$ cat src/rtl/pc_fetch_pkg.sv
// Shared opcode-level constants for the PC/fetch stage and later branch logic:
// next-PC select codes, jump condition codes and status-register flag positions.
package pc_fetch_pkg;

    // Next-PC select driven by instr_dec; codes 4-7 behave as hold.
    localparam logic [2:0] MPC_HOLD = 3'd0;
    localparam logic [2:0] MPC_INC  = 3'd1;
    localparam logic [2:0] MPC_LOAD = 3'd2;
    localparam logic [2:0] MPC_JUMP = 3'd3;

    // Jump condition codes, instruction bits [12:10].
    localparam logic [2:0] JC_JNE = 3'd0;  // !Z
    localparam logic [2:0] JC_JEQ = 3'd1;  // Z
    localparam logic [2:0] JC_JNC = 3'd2;  // !C
    localparam logic [2:0] JC_JC  = 3'd3;  // C
    localparam logic [2:0] JC_JN  = 3'd4;  // N
    localparam logic [2:0] JC_JGE = 3'd5;  // !(N ^ V)
    localparam logic [2:0] JC_JL  = 3'd6;  // N ^ V
    localparam logic [2:0] JC_JMP = 3'd7;  // always

    // Bit positions inside the {V,N,Z,C} flag vector.
    localparam int SR_C = 0;
    localparam int SR_Z = 1;
    localparam int SR_N = 2;
    localparam int SR_V = 3;

endpackage

$ cat src/rtl/pc_fetch_jump_cond_eval.sv
// Conditional-jump evaluator: decides whether a jump with condition code jcond
// is taken given the current {V,N,Z,C} status flags. Purely combinational.
module jump_cond_eval
    import pc_fetch_pkg::*;
(
    input  logic [2:0] jcond,
    input  logic [3:0] sr_flags,
    output logic       taken
);

    logic flag_v;
    logic flag_n;
    logic flag_z;
    logic flag_c;

    assign flag_v = sr_flags[SR_V];
    assign flag_n = sr_flags[SR_N];
    assign flag_z = sr_flags[SR_Z];
    assign flag_c = sr_flags[SR_C];

    // Map each condition code onto its flag test.
    always_comb begin
        // NOTE: default assignment first so no path leaves taken unassigned (no latch).
        taken = 1'b0;
        case (jcond)
            JC_JNE:  taken = ~flag_z;
            JC_JEQ:  taken = flag_z;
            JC_JNC:  taken = ~flag_c;
            JC_JC:   taken = flag_c;
            JC_JN:   taken = flag_n;
            JC_JGE:  taken = ~(flag_n ^ flag_v);
            JC_JL:   taken = flag_n ^ flag_v;
            JC_JMP:  taken = 1'b1;
            default: taken = 1'b0;
        endcase
    end

endmodule

$ cat src/rtl/pc_fetch.sv
// Program-counter and fetch stage. Loads the initial PC from the reset vector,
// fetches the word at reg_PC_out over a req/ack ROM handshake, then applies
// instr_dec's next-PC select (hold / +2 / absolute load / conditional jump).
module pc_fetch
    import pc_fetch_pkg::*;
#(
    parameter logic [15:0] RESET_VEC = 16'hFFFE,
    parameter logic [15:0] PC_MASK   = 16'hFFFE
) (
    input  logic        clk,
    input  logic        rst,
    input  logic [2:0]  MPC,
    input  logic [2:0]  jcond,
    input  logic [9:0]  joffset,
    input  logic [3:0]  SR_flags,
    input  logic [15:0] reg_Din,
    input  logic        rom_ack,
    input  logic [15:0] rom_rdata,
    output logic        rom_req,
    output logic [15:0] rom_addr,
    output logic [15:0] reg_PC_out,
    output logic [15:0] MDB_out,
    output logic        fetch_valid
);

    localparam logic [1:0] ST_VEC_REQ = 2'd0;
    localparam logic [1:0] ST_FETCH   = 2'd1;
    localparam logic [1:0] ST_READY   = 2'd2;

    // Bit 0 of the PC is always cleared, whatever mask the integrator supplies.
    localparam logic [15:0] LOAD_MASK = PC_MASK & 16'hFFFE;

    logic [1:0]  state;
    logic        jump_taken;
    logic [15:0] pc_inc;
    logic [15:0] pc_jump;

    jump_cond_eval u_jump_cond_eval (
        .jcond    (jcond),
        .sr_flags (SR_flags),
        .taken    (jump_taken)
    );

    // Sequential successor and jump target. The 17-bit sum of PC+2 and the
    // sign-extended doubled offset is truncated to 16 bits, so computing it
    // directly in 16 bits gives the same wrapped result.
    assign pc_inc  = reg_PC_out + 16'd2;
    assign pc_jump = pc_inc + {{5{joffset[9]}}, joffset, 1'b0};

    // ROM request is a pure function of state and is dropped while rst is high;
    // address and request stay stable for as long as the ROM stalls.
    always_comb begin
        rom_req  = 1'b0;
        rom_addr = 16'h0000;
        if (!rst) begin
            case (state)
                ST_VEC_REQ: begin
                    rom_req  = 1'b1;
                    rom_addr = RESET_VEC;
                end
                ST_FETCH: begin
                    rom_req  = 1'b1;
                    rom_addr = reg_PC_out;
                end
                default: ;
            endcase
        end
    end

    // Fetch FSM: vector load, word fetch, then next-PC selection in READY.
    always_ff @(posedge clk or posedge rst) begin
        if (rst) begin
            state       <= ST_VEC_REQ;
            reg_PC_out  <= 16'h0000;
            MDB_out     <= 16'h0000;
            fetch_valid <= 1'b0;
        end else begin
            // NOTE: non-blocking assignments so every register sees pre-edge values.
            case (state)
                ST_VEC_REQ: begin
                    if (rom_ack) begin
                        reg_PC_out <= rom_rdata & LOAD_MASK;
                        state      <= ST_FETCH;
                    end
                end
                ST_FETCH: begin
                    if (rom_ack) begin
                        MDB_out     <= rom_rdata;
                        fetch_valid <= 1'b1;
                        state       <= ST_READY;
                    end
                end
                ST_READY: begin
                    case (MPC)
                        MPC_INC: begin
                            reg_PC_out  <= pc_inc & LOAD_MASK;
                            fetch_valid <= 1'b0;
                            state       <= ST_FETCH;
                        end
                        MPC_LOAD: begin
                            reg_PC_out  <= reg_Din & LOAD_MASK;
                            fetch_valid <= 1'b0;
                            state       <= ST_FETCH;
                        end
                        MPC_JUMP: begin
                            reg_PC_out  <= (jump_taken ? pc_jump : pc_inc) & LOAD_MASK;
                            fetch_valid <= 1'b0;
                            state       <= ST_FETCH;
                        end
                        MPC_HOLD: ;
                        default:  ;
                    endcase
                end
                default: state <= ST_VEC_REQ;
            endcase
        end
    end

endmodule
$ cat config.mk
export PLATFORM = sky130hd
export DESIGN_NAME = pc_fetch
export DESIGN_NICKNAME = d
export VERILOG_FILES = /design/src/rtl/pc_fetch_pkg.sv /design/src/rtl/pc_fetch_jump_cond_eval.sv /design/src/rtl/pc_fetch.sv
export SDC_FILE = /design/constraint.sdc
export NUM_CORES = 1
export LEC_CHECK = 0
export CAP_MARGIN = 10
export CORE_MARGIN = 3
export CORE_UTILIZATION = 30
export DETAILED_ROUTE_END_ITERATION = 6
export MAX_ROUTING_LAYER = met4
export PLACE_DENSITY_LB_ADDON = 0.2
export SLEW_MARGIN = 15
export SYNTH_ARGS = -nofsm -noshare
export SYNTH_HDL_FRONTEND = slang
export SYNTH_SLANG_ARGS = --single-unit
$ cat constraint.sdc
create_clock -name clk -period 2.8 [get_ports clk]
set_input_delay 0.42 -clock clk [delete_from_list [all_inputs] [get_ports clk]]
set_output_delay 0.42 -clock clk [all_outputs]
set_load 0.02 [all_outputs]
==> metrics <==
Reg clk slew, reported paths 0.07 ns; post-layout min period 2.86 ns; Worst Path Arrival 3.05 ns; filler cell count 843; required time of the critical path 2.98 ns; H-tree levels 2; Starting DRT DRC Count 128; die area 0.0106 mm²; share of cells above drive strength 1 0.279; Clk pwr share 0.067; internal power 3.10 mW; Final Power 5.58 mW; Slowest-stage cell, CP dfrtp_2; CTS Root Cell clkbuf_8; Final Hold Fails 0; final clock skew 0.00377 ns; crit share post-route 1.02; CTS tree built; Yosys reg bits 34; largest vdd supply drop 0.000555 V; synth warn 0; routability cong. 0.860; type of the most critical hold path reg2reg; Worst path max stage delay 0.38 ns; CP Launch Type flop; placed inst area 0.00442 mm²; Routed WL per cell 16.5 µm; sequential area share after synthesis 0.301; CP Cell Sequence nand4_1 -> nor4_4 -> buf_4 -> nand4_1 -> xnor2_1 -> ha_1 -> nand2_1 -> a21oi_1 -> a221oi_1 -> o31ai_1 -> xor2_1 -> nor4b_1 -> nor4_1; synthesis-to-layout area growth 68.2%; post-synth cell types 53; combinational power share 0.765; top cell type by total area after synthesis dfrtp_1; switching share of power 0.445; Worst Tran Pin Value 0.710 ns; Clock Tree Buf Depth 2; core area 0.00893 mm²; Pre-antenna DRT Iters 4; leakage 2.03 nW; Yosys top cell area share 0.301; R2R Setup Slk -0.06 ns; Port Buffers 101; nature of the critical path endpoint flop; CP Class reg2reg; Synth area leaders dfrtp_1, ha_1, mux2_2; Worst Slack Setup Final -0.0627 ns; Post-synth EDFFs 0; cts bufs inserted 5; failing checks setup timing; Post-synth top flop dfrtp_1; CP delay by family, top simple AND/OR/NAND/NOR gates; ys async rst share 1.00; io pins 105; antenna diode instance count 0; Synth Instances 329; FP Rows 34; vias post-DR 3024; first-pass GRT wire length 15.1 mm; Commonest cells post-synth dfrtp_1, a21oi_1, nand2_1; Total Wirelength 9.90 mm; Nets 563; HPWL Detailed 8.12 mm; buffers plus inverters on the worst setup path 1; post-synthesis average cell area 8.59 µm²; post-route cell area 0.00476 mm²; Die W 103 µm; max-cap violations 0; Crit Path Max Fanout 4; met2 usage 0.299; Reg power frac 0.168; Initial Util 0.317; initial antenna violation count 0; Slew Limit Fails 0; met3 Use GR 0.0244; synthesized area 0.00283 mm²; Post-DRT Antenna Nets 0; most common cell in the netlist dfrtp_1; GR Overflow Total 0; Skew-Pair Late Insertion Delay 0.28 ns; Fmax achieved 349 MHz; largest net degree at the start of global routing 22; status finished with violations; GR Util met1 0.255; vias in the first global route 2955; global routing's busiest layer met2; RSZ-0062 raised after global routing true; Pwr per Cell Area 1170 mW/mm²; NetSw 2.48 mW; DRC Markers 0; height of the die 103 µm; Worst path most repeated cell nand4_1; clock sink count 34; Max-slew headroom 0.526; Final setup viols 1; CTS Hold Bufs 0; Global Route Usage Sum 0.188; vias per cell 5.05
[power groups by stage]
| stage | clock network, mW | registers (mW) | logic, mW |
|---|---|---|---|
| final | 0.376 | 0.936 | 4.27 |
| after global routing | 0.405 | 0.968 | 4.59 |
| after floorplan | 0 | 1.23 | 1.78 |
| after global placement | 0 | 0.935 | 3.82 |
| after CTS | 0.386 | 0.935 | 3.94 |
| after detailed placement | 0 | 0.944 | 3.86 |
[per-layer routing]
layer,up-vias,part of all wire
met4,0,0.011
met5,-,0
li1,1519,-
met1,1419,0.47
met3,8,0.047
met2,78,0.47
[worst register-to-register path, cell delays in order (launching register included)]
cell      delay (ns)
dfrtp_2         0.38
nand4_1         0.20
nor4_4          0.21
buf_4           0.18
nand4_1         0.13
xnor2_1         0.24
ha_1            0.29
nand2_1         0.07
a21oi_1         0.04
a221oi_1        0.27
o31ai_1         0.13
xor2_1          0.20
nor4b_1         0.16
nor4_1          0.27
[per-stage QoR]
| stage | utilization | hold WS (ns) | TNS [ns] | cells | setup slack [ns] |
|---|---|---|---|---|---|
| 2_1_floorplan | - | 0.527 | 0 | 330 | 0.0224 |
| 3_3_place_gp | 0.494 | 0.488 | -0.403 | 588 | -0.111 |
| 3_5_place_dp | 0.494 | 0.495 | -0.611 | 588 | -0.166 |
| 4_1_cts | 0.509 | 0.509 | -0.195 | 596 | -0.120 |
| 5_1_grt | 0.532 | 0.523 | -0.445 | 599 | -0.285 |
| 6_report | 0.532 | 0.507 | -0.0627 | 599 | -0.0627 |
[layout by cell type (no fill, tap or decap), drive strengths merged, types with 2 or more instances in the layout]
cell	n
clkdlybuf4s50	101
buf	68
dfrtp	34
a21oi	27
nand2	26
inv	25
o21ai	23
xnor2	19
mux2	17
ha	17
nor2	15
a221oi	15
nor3	12
nand3	10
clkbuf	7
nand4	6
xor2	6
a21o	5
nand2b	5
a211oi	5
a221o	4
o31ai	4
mux2i	3
nand3b	3
or3	3
nor4	3
or2	2
and3	2
o211ai	2
a21boi	2
o22ai	2
conb	2
nor2b	2
[layout make-up]
cell class | instances | area, µm² | area share
clock buffer | 7 | 86.3 | 0.0181
timing repair buffer | 169 | 1530 | 0.321
clock inverter | 1 | 5.00 | 0.00105
multi-input combinational | 255 | 2050 | 0.430
sequential | 34 | 861 | 0.181
inverter | 25 | 93.8 | 0.0197
tap | 108 | 135 | 0.0284
[flip-flops by register name, indices dropped and copies added, names as in the netlist]
signal	flops
state	2
reg_PC_out	15
fetch_valid	1
MDB_out	16
[cells by family (layout without fill, tap and decap cells)]
family,Yosys count,count (layout),synth area share
buffers and inverters,41,202,0.0619
and+or+nand+nor,93,93,0.165
DFF,34,34,0.301
xor gates and xnor gates,25,25,0.0774
adders and majority gates,18,18,0.0823
AOI/OAI and AO/OA,97,97,0.232
muxes,20,20,0.0783
other,1,2,0.00133
[final timing paths]
kind	start	to	cells after the start
setup reg to reg	reg_PC_out[4]	reg_PC_out[15]	13
max in group asynchronous	rst	reg_PC_out[10]	3
hold / removal	MDB_out[2]	MDB_out[2]	1
hold reg to reg	MDB_out[2]	MDB_out[2]	1
min in group asynchronous	rst	reg_PC_out[6]	2
setup / recovery	reg_PC_out[4]	reg_PC_out[15]	13
[repair_timing]
action / in CTS / in global routing
setup buffers: 0 / 3
pin swaps: 1 / 12
endpoints found under the setup margin: 8 / 9
resized for setup: 7 / 35
Power figures use the tool's default switching activity.
